File: src/rtl/bus_pkg.sv
// Shared definitions for the crypto interconnect: module IDs, header field
// positions and the transaction scheduler state encoding. The data-bus block
// imports the same constants so both sides agree on the header layout.
package bus_pkg;

   localparam logic [1:0] ID_CTRL      = 2'd3;
   localparam int         NUM_REQ      = 3;
   localparam int         HDR_SRC_LSB  = 2;
   localparam int         HDR_DEST_LSB = 4;

   typedef enum logic [2:0] {
      ST_IDLE,
      ST_HDR,
      ST_WAIT,
      ST_XFER,
      ST_ACK
   } arb_state_t;

   // Header byte is {2'b00, dest, src, 2'b00}
   function automatic logic [7:0] make_header(input logic [1:0] src, input logic [1:0] dest);
      logic [7:0] h;
      h = '0;
      h[HDR_SRC_LSB +: 2]  = src;
      h[HDR_DEST_LSB +: 2] = dest;
      return h;
   endfunction

   // Converts the arbiter's one-hot winner into a requester ID
   function automatic logic [1:0] onehot_to_id(input logic [NUM_REQ-1:0] oh);
      logic [1:0] id;
      id = 2'd0;
      if (oh[1]) begin
         id = 2'd1;
      end else if (oh[2]) begin
         id = 2'd2;
      end
      return id;
   endfunction

endpackage

File: src/rtl/bus_arbiter_if.sv
// Request, header and bus-monitor signals between the transaction scheduler
// and the requesters / control port. The scheduler uses the master view.
interface bus_arbiter_if;
   import bus_pkg::*;

   logic [NUM_REQ-1:0]   req;
   logic [2*NUM_REQ-1:0] req_dest;
   logic [8*NUM_REQ-1:0] req_len;
   logic [NUM_REQ-1:0]   grant;
   logic                 hdr_valid;
   logic [7:0]           hdr_data;
   logic                 hdr_ready;
   logic                 mon_valid;
   logic                 ack;
   logic                 busy;
   logic                 err_timeout;
   logic                 err_illegal;

   modport master (
      input  req, req_dest, req_len, hdr_ready, mon_valid,
      output grant, hdr_valid, hdr_data, ack, busy, err_timeout, err_illegal
   );

   modport slave (
      output req, req_dest, req_len, hdr_ready, mon_valid,
      input  grant, hdr_valid, hdr_data, ack, busy, err_timeout, err_illegal
   );

endinterface

File: src/rtl/bus_arbiter_rr_arbiter.sv
// Three-way round-robin priority encoder. The search begins at the requester
// after the last owner, so every ID gets a turn while others keep requesting.
module rr_arbiter
   import bus_pkg::*;
(
   input  logic [NUM_REQ-1:0] req,
   input  logic [1:0]         last,
   output logic [NUM_REQ-1:0] winner,
   output logic               any
);

   // Pick the first active request in rotated order starting at last+1
   always_comb begin
      winner = '0;
      case (last)
         2'd0: begin
            if      (req[1]) winner = 3'b010;
            else if (req[2]) winner = 3'b100;
            else if (req[0]) winner = 3'b001;
         end
         2'd1: begin
            if      (req[2]) winner = 3'b100;
            else if (req[0]) winner = 3'b001;
            else if (req[1]) winner = 3'b010;
         end
         default: begin
            if      (req[0]) winner = 3'b001;
            else if (req[1]) winner = 3'b010;
            else if (req[2]) winner = 3'b100;
         end
      endcase
   end

   assign any = |req;

endmodule

File: src/rtl/bus_arbiter.sv
// Transaction scheduler for the shared crypto bus. Picks a requester
// round-robin, sends its header through the control port, waits for the
// owner to take the bus, counts payload beats and closes each transaction
// with a one-cycle ack. A watchdog closes transactions whose owner stalls.
module bus_arbiter
   import bus_pkg::*;
#(
   parameter int TIMEOUT = 255
)(
   input logic           clk,
   input logic           rst_n,
   bus_arbiter_if.master bus
);

   localparam int             WD_W   = (TIMEOUT < 1) ? 1 : $clog2(TIMEOUT + 1);
   localparam logic [WD_W-1:0] WD_MAX = WD_W'(TIMEOUT);

   arb_state_t          state_q;
   arb_state_t          state_d;
   logic [1:0]          last_q;
   logic [1:0]          owner_q;
   logic [7:0]          len_q;
   logic [7:0]          beat_q;
   logic [WD_W-1:0]     wd_q;
   logic [1:0]          wait_q;
   logic [7:0]          hdr_q;
   logic                err_timeout_q;
   logic                err_illegal_q;

   logic [NUM_REQ-1:0]  win_oh;
   logic                win_any;
   logic [1:0]          win_id;
   logic [1:0]          win_dest;
   logic [7:0]          win_len;

   logic                take;
   logic                reject;
   logic                timeout;
   logic [7:0]          beat_inc;
   logic [WD_W-1:0]     wd_inc;

   rr_arbiter u_rr (
      .req    (bus.req),
      .last   (last_q),
      .winner (win_oh),
      .any    (win_any)
   );

   assign win_id   = onehot_to_id(win_oh);
   assign win_dest = bus.req_dest[{win_id, 1'b0} +: 2];
   assign win_len  = bus.req_len[{win_id, 3'b000} +: 8];

   // State register; reset aborts any transaction without an ack
   always_ff @(posedge clk or negedge rst_n) begin
      if (!rst_n) begin
         state_q <= ST_IDLE;
      end else begin
         state_q <= state_d;
      end
   end

   // Next-state decode plus the one-cycle events that steer the datapath
   always_comb begin
      state_d  = state_q;
      take     = 1'b0;
      reject   = 1'b0;
      timeout  = 1'b0;
      beat_inc = beat_q + 8'd1;
      wd_inc   = wd_q + 1'b1;
      case (state_q)
         ST_IDLE: begin
            if (win_any) begin
               if (win_dest == win_id) begin
                  reject = 1'b1;
               end else begin
                  take    = 1'b1;
                  state_d = ST_HDR;
               end
            end
         end
         ST_HDR: begin
            if (bus.hdr_ready) begin
               state_d = ST_WAIT;
            end
         end
         ST_WAIT: begin
            if (wait_q == 2'd2) begin
               state_d = (len_q == 8'd0) ? ST_ACK : ST_XFER;
            end
         end
         ST_XFER: begin
            if (bus.mon_valid) begin
               if (beat_inc == len_q) begin
                  state_d = ST_ACK;
               end
            end else if (wd_inc == WD_MAX) begin
               timeout = 1'b1;
               state_d = ST_ACK;
            end
         end
         ST_ACK: begin
            state_d = ST_IDLE;
         end
         default: begin
            state_d = ST_IDLE;
         end
      endcase
   end

   // Captured transaction, beat/idle counters and the registered error pulses
   always_ff @(posedge clk or negedge rst_n) begin
      if (!rst_n) begin
         last_q        <= 2'd2;
         owner_q       <= 2'd0;
         len_q         <= 8'd0;
         beat_q        <= 8'd0;
         wd_q          <= '0;
         wait_q        <= 2'd0;
         hdr_q         <= 8'd0;
         err_timeout_q <= 1'b0;
         err_illegal_q <= 1'b0;
      end else begin
         err_timeout_q <= timeout;
         err_illegal_q <= reject;
         if (take) begin
            owner_q <= win_id;
            len_q   <= win_len;
            hdr_q   <= make_header(win_id, win_dest);
         end
         if (reject) begin
            last_q <= win_id;
         end
         if (state_q == ST_ACK) begin
            last_q <= owner_q;
         end
         if (state_q == ST_WAIT) begin
            wait_q <= wait_q + 2'd1;
         end else begin
            wait_q <= 2'd0;
         end
         if (state_q == ST_XFER) begin
            if (bus.mon_valid) begin
               if (beat_q != 8'hFF) begin
                  beat_q <= beat_inc;
               end
               wd_q <= '0;
            end else if (wd_q != WD_MAX) begin
               wd_q <= wd_inc;
            end
         end else begin
            beat_q <= 8'd0;
            wd_q   <= '0;
         end
      end
   end

   assign bus.grant       = ((state_q == ST_HDR) || (state_q == ST_WAIT) || (state_q == ST_XFER))
                            ? (3'b001 << owner_q) : 3'b000;
   assign bus.hdr_valid   = (state_q == ST_HDR);
   assign bus.hdr_data    = hdr_q;
   assign bus.ack         = (state_q == ST_ACK);
   assign bus.busy        = (state_q != ST_IDLE);
   assign bus.err_timeout = err_timeout_q;
   assign bus.err_illegal = err_illegal_q;

endmodule

File: src/flat_wrapper.sv
// flat-port wrapper written by rule: the top's interface ports become plain ports
module bus_arbiter_flat import bus_pkg::*;
#(
   parameter int TIMEOUT = 255
)
  (clk, rst_n, bus_req, bus_req_dest, bus_req_len, bus_hdr_ready, bus_mon_valid, bus_grant, bus_hdr_valid, bus_hdr_data, bus_ack, bus_busy, bus_err_timeout, bus_err_illegal);
  bus_arbiter_if bus_i ();
  input logic clk;
  input logic rst_n;
  input wire logic [$bits(bus_i.req)-1:0] bus_req;
  input wire logic [$bits(bus_i.req_dest)-1:0] bus_req_dest;
  input wire logic [$bits(bus_i.req_len)-1:0] bus_req_len;
  input wire logic [$bits(bus_i.hdr_ready)-1:0] bus_hdr_ready;
  input wire logic [$bits(bus_i.mon_valid)-1:0] bus_mon_valid;
  output wire logic [$bits(bus_i.grant)-1:0] bus_grant;
  output wire logic [$bits(bus_i.hdr_valid)-1:0] bus_hdr_valid;
  output wire logic [$bits(bus_i.hdr_data)-1:0] bus_hdr_data;
  output wire logic [$bits(bus_i.ack)-1:0] bus_ack;
  output wire logic [$bits(bus_i.busy)-1:0] bus_busy;
  output wire logic [$bits(bus_i.err_timeout)-1:0] bus_err_timeout;
  output wire logic [$bits(bus_i.err_illegal)-1:0] bus_err_illegal;
  assign bus_i.req = bus_req;
  assign bus_i.req_dest = bus_req_dest;
  assign bus_i.req_len = bus_req_len;
  assign bus_i.hdr_ready = bus_hdr_ready;
  assign bus_i.mon_valid = bus_mon_valid;
  assign bus_grant = bus_i.grant;
  assign bus_hdr_valid = bus_i.hdr_valid;
  assign bus_hdr_data = bus_i.hdr_data;
  assign bus_ack = bus_i.ack;
  assign bus_busy = bus_i.busy;
  assign bus_err_timeout = bus_i.err_timeout;
  assign bus_err_illegal = bus_i.err_illegal;
  bus_arbiter #(.TIMEOUT(TIMEOUT)) u_core (.clk(clk), .rst_n(rst_n), .bus(bus_i));
endmodule
File: config.mk
export PLATFORM = sky130hd
export DESIGN_NAME = bus_arbiter_flat
export DESIGN_NICKNAME = d
export VERILOG_FILES = /design/src/rtl/bus_pkg.sv /design/src/rtl/bus_arbiter_if.sv /design/src/rtl/bus_arbiter_rr_arbiter.sv /design/src/rtl/bus_arbiter.sv /design/src/flat_wrapper.sv
export SDC_FILE = /design/constraint.sdc
export NUM_CORES = 1
export LEC_CHECK = 0
export CAP_MARGIN = 5
export CORE_UTILIZATION = 40
export DETAILED_ROUTE_END_ITERATION = 10
export PLACE_DENSITY = 0.63
export SLEW_MARGIN = 20
export SYNTH_ARGS = -nofsm -noshare
export SYNTH_HDL_FRONTEND = slang
export SYNTH_SLANG_ARGS = --single-unit
File: constraint.sdc
create_clock -name clk -period 3 [get_ports clk]
set_input_delay 0.6 -clock clk [delete_from_list [all_inputs] [get_ports clk]]
set_output_delay 0.6 -clock clk [all_outputs]
set_load 0.01 [all_outputs]
Yosys cells after proc, flatten, opt, wreduce, memory -nomap -nowiden
Cells that the tools add are included.
Word-level totals
  register bits after elaboration: 39
  bits of input ports: 37
  output and inout bits: 16
  logic and storage cells: 86
Cells by class
  add/subtract/negate cells: 3
  equal/unequal tests: 20
  shift-type cells: 3
  multiplexer cells: 40
  reduce and logical (&&, ||, !) cells: 10
Operators with widths (count)
  8-bit 2-to-1 mux: 6
  3-bit 2-to-1 mux: 15
  24-bit by 6-bit indexed part select with 8-bit output: 1
  8-bit by 1-bit adder with 8-bit output (second input constant): 2
  8-bit != test (second input constant): 2
  2-bit 2-to-1 mux: 7
  3-bit case mux with 4 select lines: 1
  1-bit 2-to-1 mux: 10
  2-bit != test (second input constant): 5
  8-bit == test: 1
  8-bit == test (second input constant): 1
  8-bit zero test: 1
  3-bit by 2-bit == test with 1-bit output (second input constant): 2
  3-bit by 2-bit != test with 1-bit output (second input constant): 2
  3-bit case mux with 2 select lines: 1
  6-bit AND reduction: 1
  6-bit by 4-bit indexed part select with 2-bit output: 1
  3-bit by 1-bit == test with 1-bit output (second input constant): 1
  3-bit == test (second input constant): 1
  3-bit zero test: 1
  3-bit != test (second input constant): 1
  3-bit nonzero test: 1
  3-bit OR reduction: 1
  1-bit by 2-bit left shift with 3-bit output (first input constant): 1
  other kinds (9): 10

Logic depth before layout (Yosys ltp)
  depth in word-level cells: 13
  gate-level depth with buffers: 8
  gate-level depth less buffers: 7

By module
Synthesis repeated with hierarchy kept, for this count alone.
Second synthesis, totals
  cell total of the unflattened synthesis: 259
  area, all modules: 2399.8 um^2
Modules (own cells, without submodules)
  bus_arbiter: times used 1, cells an instance 251, area each 2342.2 um^2
  rr_arbiter: times used 1, cells an instance 8, area each 57.6 um^2

Worst setup path before layout
Ideal clock, no wire load.
  path kind: input to register
  start point: input bus_req[0]
  end point: register u_core.state_q[0]
  library setup time: 128 ps
  arrival time: 1757 ps
  data required time: 2872 ps
  path slack: 1115 ps
  stages on the path: 6
  buffers on the path: 0
  path through: and2b_1 a22o_1 and3_1 o41ai_2 a21oi_1 mux2_1
Between the ends
  cells in the longest elaborated chain, start to end: 8
Ends and longest elaborated chain
  start, declared: line flat_wrapper.sv:10  | input wire logic [$bits(bus_i.req)-1:0] bus_req;
  2-bit 2-to-1 mux or 3-bit 2-to-1 mux (tied branches): line bus_arbiter_rr_arbiter.sv:23, bus_arbiter_rr_arbiter.sv:27
  3-bit 2-to-1 mux or 3-bit case mux with 2 select lines (tied branches): line bus_arbiter_rr_arbiter.sv:22, bus_arbiter_rr_arbiter.sv:15
  3-bit case mux with 2 select lines or 2-bit 2-to-1 mux (tied branches): line bus_arbiter_rr_arbiter.sv:15, bus_pkg.sv:34
  2-bit 2-to-1 mux: line bus_pkg.sv:32  | if (oh[1]) begin
  6-bit by 4-bit indexed part select with 2-bit output: line bus_arbiter.sv:50  | assign win_dest = bus.req_dest[{win_id, 1'b0} +: 2];
  2-bit == test: line bus_arbiter.sv:73  | if (win_dest == win_id) begin
  2-bit != test (no source line)
  6-bit AND reduction (no source line) *
  end signal, assigned: line bus_arbiter.sv:58  | state_q <= state_d;
  end, declared: line bus_arbiter.sv:18  | arb_state_t state_q;
Every way passes the cells marked *; elsewhere a longest branch is shown, timed or not.
A chain may end at the register's enable or synchronous reset.

Worst setup path after layout
  start point: register u_core.state_q[0]
  end point: output bus_ack
Between the ends
  cells in the longest elaborated chain, start to end: 1
Ends and longest elaborated chain
  3-bit == test: line bus_arbiter.sv:161  | assign bus.ack = (state_q == ST_ACK);
  end, declared: line flat_wrapper.sv:18  | output wire logic [$bits(bus_i.ack)-1:0] bus_ack;
Every way passes these cells.

==> metrics.cfg <==
[drt]
firstDrtPassIters = 4
route.antenna.remaining_nets = 0
drc = 0
vias = 2036
detail_route.wl_per_cell_um = 12.44
wl_um = 4902
drt-initial-drc-count = 75
routed_via_density = 5.168

[worst_setup_path]
slowest_stage = clkdlybuf4s50_1
crit_family = buffers and inverters
worst_ep_required_time_ns = 2.40
start_kind = register
crit_start = u_core.state_q[0]$_DFFE_PN0P_
r2r-start = u_core.beat_q[0]$_DFFE_PN0P_
cp.arrival_ns = 1.82
cp_slowest_stage_delay_ns = 0.55
cp_max_fo = 11
path_class = reg2out
cp.buffers_inverters = 2
critPathCaptureType = output pin
cp_cell_sequence = nor2_1 -> nand2_1 -> inv_1 -> clkdlybuf4s50_1

[synth]
synth_top_family_by_area = simple AND/OR/NAND/NOR gates
yosys_register_bits = 37
synth_adder_area_share_pct = 2.169
syn_area_per_cell_um2 = 8.420
syn_area_um2 = 2307
yosys_warnings = 0
ys.flop_type = dfrtp_1
synth_xor_area_share_pct = 4.935
synthCells = 274
yosys.area_share.simple_pct = 28.36
synth_edf_count = 0
synthMuxAreaShare_pct = 1.844
seq_area_frac_synth_pct = 40.18
async_flop_share_pct = 100.0
yosysUniqueCellTypes = 58
synth-compound-area-share_pct = 18.11

[clocking]
cts_tree = done
cts_max_path_buffers = 2
ctsHtreeMaxLevel = 2
cts_resized = 0
cts-root-buf = clkbuf_8
cts_sinks = 37
clk_latency_ns = 0.28
post_cts_buffers = 0
cts_inserted_buffers = 5
hold_buffers = 0
clk_pin_slew_ns = 0.07

[timing]
finalSetupViolations = 0
worstMarginPinSlew_ns = 0.8234
maxSlewHeadroom_pct = 45.11
timing.fmax_ghz = 0.4126
rsz0062_at_grt = false
finalCriticalPeriod_ns = 2.424
tns_ns = 0
timing.hold.ws_ns = 0.4008
drv_slew = 0
fin_skew_ns = 0.003227
hold_violations = 0
post-route-period-util_pct = 80.79

[die]
start_util_pct = 41.64
die_h_um = 77.95
rows = 27
core-area_um2 = 5540
die_area_um2 = 6075
io_pins = 53
die_x_um = 77.95

[power]
switching_share_pct = 38.40
p_clk_share_pct = 16.8
leakagePower_nw = 1.231
power_frac_comb_pct = 45.0
p_switching_w = 0.0008049
intPower_w = 0.001291
peakVddDrop_v = 0.0003416
seqPwrFrac_pct = 38.2
power.density_nw_per_um2 = 717.4

[global_route]
grt_max_degree = 38
grt_pass1_wl_um = 8818
use_met1_pct = 23.39
globalRouteTotalUtil_pct = 18.24
grt_pass1_vias = 1987
antenna_found_initial = 0
top_usage_layer = met2
grt_overflow = 0
grt.met3_usage_pct = 4.824
grt_use_met2_pct = 30.00

[placement]
dp_hpwl_um = 3750
globalplace.congestion = 0.8006
io_buffers = 48

[outcome]
status = finished clean

[flow_run]
cap_violations = 0

[finish]
drive_above_1_share_pct = 7.143
syn2layout_area_growth_pct = 26.63
fin_nets = 362
antenna_cells = 0

[hold_path]
hold_class = in2async

-- cell usage in the layout, fill, tap and decap left out, types with 2 or more instances in the layout --
cell             instances
clkdlybuf4s50_1         47
nand2_1                 45
dfrtp_1                 36
o21ai_0                 28
nor2_1                  27
nand3_1                 16
a21oi_1                 10
xnor2_1                  9
inv_1                    7
nand2b_1                 6
clkbuf_8                 6
nor3_1                   5
xor2_1                   4
a31oi_1                  4
ha_1                     4
conb_1                   4
and2_1                   3
and3_1                   3
a311oi_1                 3
nor4b_1                  2
nor4_1                   2
a211o_1                  2
a21o_1                   2
mux2i_1                  2
a211oi_1                 2
or3_1                    2
o31ai_1                  2
or4_1                    2
nand3b_1                 2
o41ai_1                  2
nor2b_1                  2
clkbuf_1                 2
buf_4                    2
-- synth_stat cells (5+ instances only) --
cell type   n  area (um^2)
clkbuf_1    6        22.52
nor2_1     27        101.4
o21ai_0    28        140.1
dfrtp_1    36        900.9
nand3_1    16        80.08
nand2b_1    6        37.54
xnor2_1     9        78.83
a21oi_1    10        50.05
nand2_1    45        168.9
nor3_1      5        25.02
inv_1       7        26.28
-- worst register-to-register path: cells and delay by family, from the launching register on --
kind / cells / cell delay [ns]
AOI/OAI and AO/OA: 1 / 0.16
xor gates and xnor gates: 1 / 0.10
adders and majority gates: 1 / 0.30
DFF: 1 / 0.46
muxes: 1 / 0.29
and+or+nand+nor: 3 / 0.63
-- power by group through the flow --
stage	Sequential (W)	Clock (W)	Combinational (W)
2_1_floorplan	0.000751	0	0.000681
3_3_place_gp	0.000809	0	0.000938
3_5_place_dp	0.000807	0	0.000951
4_1_cts	0.000800	0.000368	0.000955
5_1_grt	0.000827	0.000384	0.00106
6_report	0.000801	0.000352	0.000944
-- through the flow --
stage	worst slack [ns]	cells	util [%]	area, um^2	power (W)
6_report	0.5763	394	52.73	2922	0.002096
5_1_grt	0.4343	394	52.73	2922	0.002274
4_1_cts	0.5449	394	52.73	2922	0.002123
3_5_place_dp	0.4375	386	51.11	2831	0.001758
3_3_place_gp	0.4649	386	51.11	2831	0.001748
2_1_floorplan	1.115	277	-	2318	0.001433
-- registers in the layout, summed over array words and instances (netlist names) --
name and count:
u_core.beat_q 8, u_core.owner_q 1, u_core.wait_q 2, u_core.wd_q 8, u_core.bus.err_illegal 1, u_core.state_q 3
u_core.bus.hdr_data 3, u_core.bus.err_timeout 1, u_core.last_q 2, u_core.len_q 8
-- path summary, 6_finish.rpt --
| check | endpoint | slack [ns] | cells after the start |
|---|---|---|---|
| min in group clk | u_core.wait_q[0]$_DFF_PN0_ | 0.43 | 1 |
| hold / removal | u_core.beat_q[0]$_DFFE_PN0P_ | 0.40 | 1 |
| setup reg to reg | u_core.state_q[0]$_DFFE_PN0P_ | 0.95 | 7 |
| setup / recovery | bus_ack | 0.58 | 4 |
| max in group asynchronous | u_core.beat_q[3]$_DFFE_PN0P_ | 2.07 | 1 |
| hold reg to reg | u_core.wait_q[0]$_DFF_PN0_ | 0.43 | 1 |
-- layer usage --
layer  routed length (um)  part of all wire, %
met1                 2370                   48
met2                 2204                   45
met3                  273                  5.6
met4                   54                  1.1
met5                    0                    0
-- logic make-up after synthesis --
family | Yosys count
simple gates | 129
compound gates | 65
flops | 37
buf+inv | 21
xor+xnor | 13
fa+ha+maj | 4
mux | 4
other cells | 1
-- area by class of cell --
type / count / area (um^2)
clock buffer: 8 / 90.09
fill: 555 / 2619
inverter: 8 / 30.03
multi-input combinational: 219 / 1294
sequential: 37 / 927.1
tap: 72 / 90.09
timing repair buffer: 50 / 490.5
No activity file was read; power rests on OpenSTA's default activity.
